`src/rtl/processor_regfile_sb_if.sv`:
```
// processor_regfile_sb_if: issue/writeback bus of the scoreboarded register file
interface processor_regfile_sb_if #(
  parameter int DATA_W = 8,
  parameter int ADDR_W = 3,
  parameter int NUM_RD = 2
);
  logic                     ClkEn_e;
  logic                     RegWrt_c;
  logic [ADDR_W-1:0]        Rd_i;
  logic [DATA_W-1:0]        Dat_i;
  logic [NUM_RD*ADDR_W-1:0] Rs_i;
  logic [NUM_RD*DATA_W-1:0] Rs_o;
  logic                     Rsv_c;
  logic [ADDR_W-1:0]        RsvAddr_i;
  logic [NUM_RD-1:0]        Busy_o;
  logic                     RsvBusy_o;
  logic                     Stall_o;
  logic [ADDR_W:0]          PendCnt_o;
  modport master (
    output ClkEn_e, RegWrt_c, Rd_i, Dat_i, Rs_i, Rsv_c, RsvAddr_i,
    input  Rs_o, Busy_o, RsvBusy_o, Stall_o, PendCnt_o
  );
  modport slave (
    input  ClkEn_e, RegWrt_c, Rd_i, Dat_i, Rs_i, Rsv_c, RsvAddr_i,
    output Rs_o, Busy_o, RsvBusy_o, Stall_o, PendCnt_o
  );
endinterface

```
`src/rtl/processor_regfile_sb.sv`:
```
// processor_regfile_sb: register file with write-to-read bypass and busy-bit scoreboard.
// `REGFILE_ZERO_REG_EN makes r0 a hardwired zero that can never be written or reserved.
module processor_regfile_sb #(
  parameter int DATA_W = 8,
  parameter int ADDR_W = 3,
  parameter int NUM_RD = 2
) (
  input logic Clk_i,
  input logic Rst_i,
  processor_regfile_sb_if.slave bus
);
  localparam int DEPTH = 2 ** ADDR_W;
  logic [DATA_W-1:0] regs_q [DEPTH];
  logic [DEPTH-1:0]  busy_q, busy_d;
  logic [ADDR_W:0]   cnt_q, cnt_d;
  logic [NUM_RD-1:0] busy_rd;
  logic wr_fire, wr_en, rsv_fire, rsv_set, rsv_busy, stall, inc, dec;
  assign wr_fire = bus.ClkEn_e & bus.RegWrt_c;
`ifdef REGFILE_ZERO_REG_EN
  assign wr_en   = wr_fire & (bus.Rd_i != '0);
  assign rsv_set = rsv_fire & (bus.RsvAddr_i != '0);
`else
  assign wr_en   = wr_fire;
  assign rsv_set = rsv_fire;
`endif
  for (genvar k = 0; k < NUM_RD; k++) begin : g_rd
    logic [ADDR_W-1:0] rs;
    logic hit;
    assign rs = bus.Rs_i[k*ADDR_W +: ADDR_W];
    assign hit = wr_en & (bus.Rd_i == rs);
    assign bus.Rs_o[k*DATA_W +: DATA_W] = hit ? bus.Dat_i : regs_q[rs];
    assign busy_rd[k] = busy_q[rs] & ~hit;
  end
  assign rsv_busy = busy_q[bus.RsvAddr_i] & ~(wr_en & (bus.Rd_i == bus.RsvAddr_i));
  assign stall    = bus.Rsv_c & (|busy_rd | rsv_busy);
  assign rsv_fire = bus.ClkEn_e & bus.Rsv_c & ~stall;
  // a same-address reserve overrides the writeback's busy clear
  assign inc = rsv_set & ~busy_q[bus.RsvAddr_i];
  assign dec = wr_en & busy_q[bus.Rd_i] & ~(rsv_set & (bus.RsvAddr_i == bus.Rd_i));
  always_comb begin
    busy_d = busy_q;
    if (wr_en) busy_d[bus.Rd_i] = 1'b0;
    if (rsv_set) busy_d[bus.RsvAddr_i] = 1'b1;
    cnt_d = cnt_q + (ADDR_W+1)'(inc) - (ADDR_W+1)'(dec);
  end
  always_ff @(posedge Clk_i or negedge Rst_i) begin
    if (!Rst_i) begin
      for (int i = 0; i < DEPTH; i++) regs_q[i] <= '0;
      busy_q <= '0;
      cnt_q  <= '0;
    end else begin
      if (wr_en) regs_q[bus.Rd_i] <= bus.Dat_i;
      busy_q <= busy_d;
      cnt_q  <= cnt_d;
    end
  end
  assign bus.Busy_o    = busy_rd;
  assign bus.RsvBusy_o = rsv_busy;
  assign bus.Stall_o   = stall;
  assign bus.PendCnt_o = cnt_q;
endmodule

```
`src/flat_wrapper.sv`:
```
// flat-port wrapper written by rule: the top's interface ports become plain ports
module processor_regfile_sb_flat 
#(
  parameter int DATA_W = 8,
  parameter int ADDR_W = 3,
  parameter int NUM_RD = 2
)
  (Clk_i, Rst_i, bus_ClkEn_e, bus_RegWrt_c, bus_Rd_i, bus_Dat_i, bus_Rs_i, bus_Rsv_c, bus_RsvAddr_i, bus_Rs_o, bus_Busy_o, bus_RsvBusy_o, bus_Stall_o, bus_PendCnt_o);
  processor_regfile_sb_if #(.DATA_W(DATA_W), .ADDR_W(ADDR_W), .NUM_RD(NUM_RD)) bus_i ();
  input logic Clk_i;
  input logic Rst_i;
  input wire logic [$bits(bus_i.ClkEn_e)-1:0] bus_ClkEn_e;
  input wire logic [$bits(bus_i.RegWrt_c)-1:0] bus_RegWrt_c;
  input wire logic [$bits(bus_i.Rd_i)-1:0] bus_Rd_i;
  input wire logic [$bits(bus_i.Dat_i)-1:0] bus_Dat_i;
  input wire logic [$bits(bus_i.Rs_i)-1:0] bus_Rs_i;
  input wire logic [$bits(bus_i.Rsv_c)-1:0] bus_Rsv_c;
  input wire logic [$bits(bus_i.RsvAddr_i)-1:0] bus_RsvAddr_i;
  output wire logic [$bits(bus_i.Rs_o)-1:0] bus_Rs_o;
  output wire logic [$bits(bus_i.Busy_o)-1:0] bus_Busy_o;
  output wire logic [$bits(bus_i.RsvBusy_o)-1:0] bus_RsvBusy_o;
  output wire logic [$bits(bus_i.Stall_o)-1:0] bus_Stall_o;
  output wire logic [$bits(bus_i.PendCnt_o)-1:0] bus_PendCnt_o;
  assign bus_i.ClkEn_e = bus_ClkEn_e;
  assign bus_i.RegWrt_c = bus_RegWrt_c;
  assign bus_i.Rd_i = bus_Rd_i;
  assign bus_i.Dat_i = bus_Dat_i;
  assign bus_i.Rs_i = bus_Rs_i;
  assign bus_i.Rsv_c = bus_Rsv_c;
  assign bus_i.RsvAddr_i = bus_RsvAddr_i;
  assign bus_Rs_o = bus_i.Rs_o;
  assign bus_Busy_o = bus_i.Busy_o;
  assign bus_RsvBusy_o = bus_i.RsvBusy_o;
  assign bus_Stall_o = bus_i.Stall_o;
  assign bus_PendCnt_o = bus_i.PendCnt_o;
  processor_regfile_sb #(.DATA_W(DATA_W), .ADDR_W(ADDR_W), .NUM_RD(NUM_RD)) u_core (.Clk_i(Clk_i), .Rst_i(Rst_i), .bus(bus_i));
endmodule
```
`config.mk`:
```
export PLATFORM = sky130hd
export DESIGN_NAME = processor_regfile_sb_flat
export DESIGN_NICKNAME = d
export VERILOG_FILES = /design/src/rtl/processor_regfile_sb_if.sv /design/src/rtl/processor_regfile_sb.sv /design/src/flat_wrapper.sv
export SDC_FILE = /design/constraint.sdc
export NUM_CORES = 1
export LEC_CHECK = 0
export BUFFER_PORTS_ARGS = -buffer_cell sky130_fd_sc_hd__buf_4
export CORE_MARGIN = 3
export CORE_UTILIZATION = 64
export DETAILED_ROUTE_END_ITERATION = 12
export MAX_ROUTING_LAYER = met4
export PLACE_DENSITY = 0.83
export SLEW_MARGIN = 10
export SYNTH_ARGS = -nofsm -noshare
export SYNTH_HDL_FRONTEND = slang
export SYNTH_SLANG_ARGS = --single-unit
```
`constraint.sdc`:
```
create_clock -name Clk_i -period 5.8 [get_ports Clk_i]
set_input_delay 0.87 -clock Clk_i [delete_from_list [all_inputs] [get_ports Clk_i]]
set_output_delay 0.87 -clock Clk_i [all_outputs]
set_load 0.02 [all_outputs]
```
Yosys cells after proc, flatten, opt, wreduce, memory -nomap -nowiden:

Cells that the tools add are included.

* word-level logic and storage cells: 82
* output and inout port bits: 24
* flip-flop bits (word level): 76
* input bits: 25

* bitwise logic cells: 27
* mux-type cells: 25
* order comparisons: 10
* eq/ne operators: 4
* add/subtract/negate cells: 2
* reduce and logical (&&, ||, !) cells: 4

Operator list (number)
* 2-to-1 mux 8 bit: 9
* bitwise mux 64 bit: 1
* binary-select mux 8 bit (select 3 bit): 2
* demux 8 bit (select 3 bit): 1
* < comparator 3 x 4 -> 1 bit, second input constant: 4
* AND 1 bit: 14
* binary-select mux 1 bit (select 3 bit): 4
* equality test 3 bit: 4
* >= comparator 4 bit, second input constant: 3
* inverter 3 -> 4 bit: 3
* AND 8 bit: 1
* inverter 8 bit: 1
* bitwise OR 8 bit: 1
* demux 1 bit (select 3 bit): 2
* >= comparator 3 x 1 -> 1 bit, second input constant: 2
* 2-to-1 mux 1 bit: 6
* inverter 1 bit: 6
* adder 4 x 1 -> 4 bit: 1
* < comparator 4 x 1 -> 1 bit, second input constant: 1
* subtractor 4 x 1 -> 4 bit: 1
* logical AND 1 bit: 3
* OR reduction 2 bit: 1
* bitwise OR 1 bit: 1

Longest topological paths before layout:

* depth in word-level cells: 13
* depth in mapped cells: 12
* depth with buffers taken out: 11

Worst setup path before layout:

OpenSTA, ideal clock, no wires.

* path kind: input port to flip-flop
* from: input port bus_Rs_i[5]
* to: register u_core.cnt_q[2], in the netlist u_core.bus.PendCnt_o[2]
* setup time: 0.123 ns
* slack: 2.414 ns
* cell stages on the path: 10
* data required time: 5.677 ns
* path buffers: 1
* arrival time: 3.263 ns
* cells stage by stage: clkbuf_1 -> a2111oi_2 -> nor4_2 -> o21bai_4 -> o31a_1 -> ha_1 -> inv_1 -> ha_1 -> fa_1 -> xor2_1

* cells in the longest elaborated chain, start to end: 13
* elaborated cells on any way between the ends: 17
* those cells by class: 2 x add/sub; 1 x eq/ne; 2 x mux; 11 x bitwise; 1 x reduce/logical

Ends and longest elaborated chain
* start: declaration: line flat_wrapper.sv:16 `input wire logic [$bits(bus_i.Rs_i)-1:0] bus_Rs_i;`
* branches (longest 3 deep; another with binary-select mux 1 bit (select 3 bit))
* AND 1 bit *: line processor_regfile_sb.sv:32 `assign busy_rd[k] = busy_q[rs] & ~hit;`
* net bus_Busy_o[1]: line flat_wrapper.sv:20 `output wire logic [$bits(bus_i.Busy_o)-1:0] bus_Busy_o;`
* OR reduction 2 bit *: line processor_regfile_sb.sv:35 `assign stall = bus.Rsv_c & (|busy_rd | rsv_busy);`
* bitwise OR 1 bit *: line processor_regfile_sb.sv:35
* AND 1 bit *: line processor_regfile_sb.sv:35
* inverter 1 bit *: line processor_regfile_sb.sv:36 `assign rsv_fire = bus.ClkEn_e & bus.Rsv_c & ~stall;`
* AND 1 bit *: line processor_regfile_sb.sv:36
* branches (longest 3 deep; another with adder 4 x 1 -> 4 bit)
* subtractor 4 x 1 -> 4 bit *: line processor_regfile_sb.sv:44 `cnt_d = cnt_q + (ADDR_W+1)'(inc) - (ADDR_W+1)'(dec);`
* net u_core.cnt_d[2]: line processor_regfile_sb.sv:15 `logic [ADDR_W:0] cnt_q, cnt_d;`
* end signal: assignment: line processor_regfile_sb.sv:54 `cnt_q <= cnt_d;`
* end: declaration: line processor_regfile_sb.sv:15

Mark *: on every way through the listed nets, which the timed path passes. The select of a mux whose other input is x is not followed.
A chain may end at the register's enable or synchronous reset.

Worst setup path in the final report:

* from: input port bus_Rs_i[3]
* to: output port bus_Stall_o

* cells in the longest elaborated chain, start to end: 7
* elaborated cells on any way between the ends: 9
* those cells by class: 1 x eq/ne; 2 x mux; 5 x bitwise; 1 x reduce/logical

Ends and longest elaborated chain
* branches (longest 3 deep; another with binary-select mux 1 bit (select 3 bit))
* AND 1 bit *: line processor_regfile_sb.sv:32
* OR reduction 2 bit *: line processor_regfile_sb.sv:35
* bitwise OR 1 bit *: line processor_regfile_sb.sv:35
* AND 1 bit *: line processor_regfile_sb.sv:35
* end: declaration: line flat_wrapper.sv:22 `output wire logic [$bits(bus_i.Stall_o)-1:0] bus_Stall_o;`

Mark *: on every way between the ends. The select of a mux whose other input is x is not followed.

==> flow_metrics.tcl <==
set metrics [dict create \
    status "finished clean" \
    syn_to_final_growth_pct 11.3 \
    first_pass_iters 5 \
    final-max-slew-violation-count 0 \
    antenna_cells 0 \
    max_freq_mhz 260 \
    grt_pass1_wl_um 17800 \
    grt.total_usage_pct 28.7 \
    drtAntennaViolNets 0 \
    criticalPathCategory "input port to output port" \
    grt_pass1_vias 3320 \
    die_h_um 91.9 \
    crit_top_cell "buf_4" \
    async_flop_share_pct 100 \
    crit_slowest_cell "nor4_4" \
    ys_seq_area_share_pct 40.3 \
    clk_path_buf_depth 2 \
    yosysMostFrequentCell "dfrtp_1" \
    pin_count 49 \
    synth_cell_types 47 \
    cts-buffers-inserted 9 \
    totalWireLength_um 11000 \
    cts.repair.resized 0 \
    cts_tree "yes" \
    die_w_um 91.9 \
    ys_seq_elements 76 \
    initial_core_util_pct 67.6 \
    syn_nets 385 \
    fp-row-count 30 \
    synth_compound_area_share_pct 5.54 \
    syn_inst 355 \
    crit_family "simple AND/OR/NAND/NOR gates" \
    synth_top_area_share_pct 40.3 \
    place_inst 471 \
    clockRootBuffer "clkbuf_8" \
    post-dp-hpwl_um 7110 \
    drive_gt1_share_pct 46.8 \
    crit_fanout 21 \
    multiInputGateArea_mm2 0.00263 \
    die_area_mm2 0.00844 \
    clock_latency_ps 350 \
    yosysTopAreaCell "dfrtp_1" \
    vias 3177 \
    ir_drop_uv 284 \
    path_buf_inv 2 \
    total_power_mw 1.86 \
    drtIter0Drc 268 \
    synth.area.mux_share_pct 37.1 \
    synthAdderAreaFrac_pct 1.48 \
    fin_crit_sh_pct 66.2 \
    syn_area_mm2 0.00472 \
    yosys.area_share.xor_xnor_pct 2.23 \
    endpoint_kind "output port" \
    fin_area_mm2 0.00526 \
    hold_viol 0 \
    cp_cell_sequence "buf_4 > xor2_1 > nor4_4 > nor4_2 > o21bai_4 > o21a_1 > buf_4" \
    cp.required_ps 4930 \
    p_leak_nw 2.20 \
    port_buffers 48 \
    synth_edf_count 0 \
    min_period_ps 3840 \
    netlist_top_cells_area "dfrtp_1, mux4_2, mux2_2" \
    drc 0 \
    worst_pin_slew_ps 1050 \
    p_per_area_mw_per_mm2 355 \
    worstSetupStartpointType "input port" \
    place_area_mm2 0.00505 \
    cpPeakStageDelay_ps 760 \
    synth_area_per_cell_um2 13.3 \
    layout.cells.non_filler 487 \
    clock_skew_ps 6.48 \
    hold_path.class "flip-flop to flip-flop" \
    arrival_ps 2970 \
    rsz0062_at_grt "no" \
    ff_latch_area_mm2 0.00190 \
    cts.sinks 76 \
    gr-total-overflow 0 \
    core_mm2 0.00698 \
    cts_hold_buf 0 \
    synth_common_cells "dfrtp_1, mux2_2, mux4_2, nand2_1, mux2i_1" \
    setup_viol 0 \
    ys.warnings.count 0 \
    post_cts.repair.setup_buffers 0 \
    layout.nets 416 \
    grt_max_degree 77 \
    synth_flop_cell "dfrtp_1" \
    cts.reportedPaths.clkPinSlew_ps 70 \
    tns_ps 0 \
    cap_violations 0 \
    relSlewSlack_pct 29.5 \
    vias_per_cell 6.52 \
    antenna_found_initial 0 \
    synthSimpleGateAreaFrac_pct 9.25 \
    h-tree-depth 3 \
    nFillCells 459 \
    post_drt_wl_per_cell_um 22.6 \
    gp_congestion 0.853 \
    synth_top_family_by_area "multiplexers" \
]
## where the power goes
part | switching, mW | leakage (nW) | internal, mW | total [mW]
clock network | 0.203 | 0.0999 | 0.212 | 0.415
logic | 0.304 | 1.16 | 0.356 | 0.659
registers | 0.122 | 0.935 | 0.667 | 0.789
total | 0.629 | 2.20 | 1.23 | 1.86
## cell usage in the layout, fill, tap and decap left out, types with 2 or more instances in the layout
cell type / count
dfrtp_1: 76
mux2_2: 65
buf_4: 50
mux4_2: 36
nand2_1: 25
mux2i_1: 21
o21ai_0: 16
xor2_1: 10
clkbuf_8: 10
inv_1: 8
nand3_1: 6
nand2b_1: 5
o31ai_1: 5
nor2b_1: 4
nor2_1: 4
nor3b_1: 4
ha_1: 4
nor3_1: 3
nor4_4: 2
a21oi_1: 2
a2111oi_2: 2
xnor2_1: 2
nor3b_2: 2
o32ai_2: 2
## layout make-up
type / instances / area share, %
Clock inverter: 5 / 1.14
Tap cell: 96 / 2.29
Sequential cell: 76 / 36.2
Timing Repair Buffer: 50 / 7.14
Clock buffer: 11 / 2.69
Inverter: 8 / 0.571
Multi-Input combinational cell: 241 / 50.0
## stage by stage
| stage | setup WS (ps) | hold slack, ps | util (%) |
|---|---|---|---|
| global route | 1800 | 546 | 75.3 |
| global placement | 1770 | 502 | 72.4 |
| CTS | 1950 | 529 | 75.3 |
| floorplan | 2410 | 491 | - |
| finish | 1960 | 529 | 75.3 |
| detailed placement | 1650 | 513 | 72.4 |
## worst register-to-register path: stages, from the launching register on
cell and delay [ps]:
dfrtp_1 460, mux2i_1 180, o22ai_1 90, nor3_1 550
o21bai_4 230, o31a_1 330, ha_1 270, inv_1 40
ha_1 210, fa_1 390, xor2_1 180
## per-layer routing
layer	share of wire [%]	vias up	track usage, %
met1	40	1603	36.6
met3	6.1	24	3.12
met4	2.1	0	11.0
met5	0	-	-
li1	-	1406	-
met2	52	144	47.6
## sequential cells by signal, indices dropped and copies added, names as in the netlist
| register | flops |
|---|---|
| u_core.busy_q | 8 |
| u_core.bus.PendCnt_o | 4 |
| u_core.regs_q | 64 |
## final timing paths
kind	start	end	slack, ps	depth (start not counted)
hold reg to reg	u_core.regs_q[9]	u_core.regs_q[9]	530	1
min in group asynchronous	Rst_i	u_core.bus.PendCnt_o[3]	650	1
setup / recovery	bus_Rs_i[3]	bus_Stall_o	1960	7
max in group asynchronous	Rst_i	u_core.regs_q[16]	4520	1
hold / removal	u_core.regs_q[9]	u_core.regs_q[9]	530	1
setup reg to reg	u_core.busy_q[1]	u_core.bus.PendCnt_o[2]	2770	10
## cells by family (layout without fill, tap and decap cells)
logic type | count (synthesis) | count (layout)
xor+xnor | 12 | 12
mux | 122 | 122
buf+inv | 38 | 74
flops | 76 | 76
compound gates | 34 | 34
simple gates | 68 | 68
fa+ha+maj | 5 | 5
Note: power is estimated with default switching activity, not from simulation.
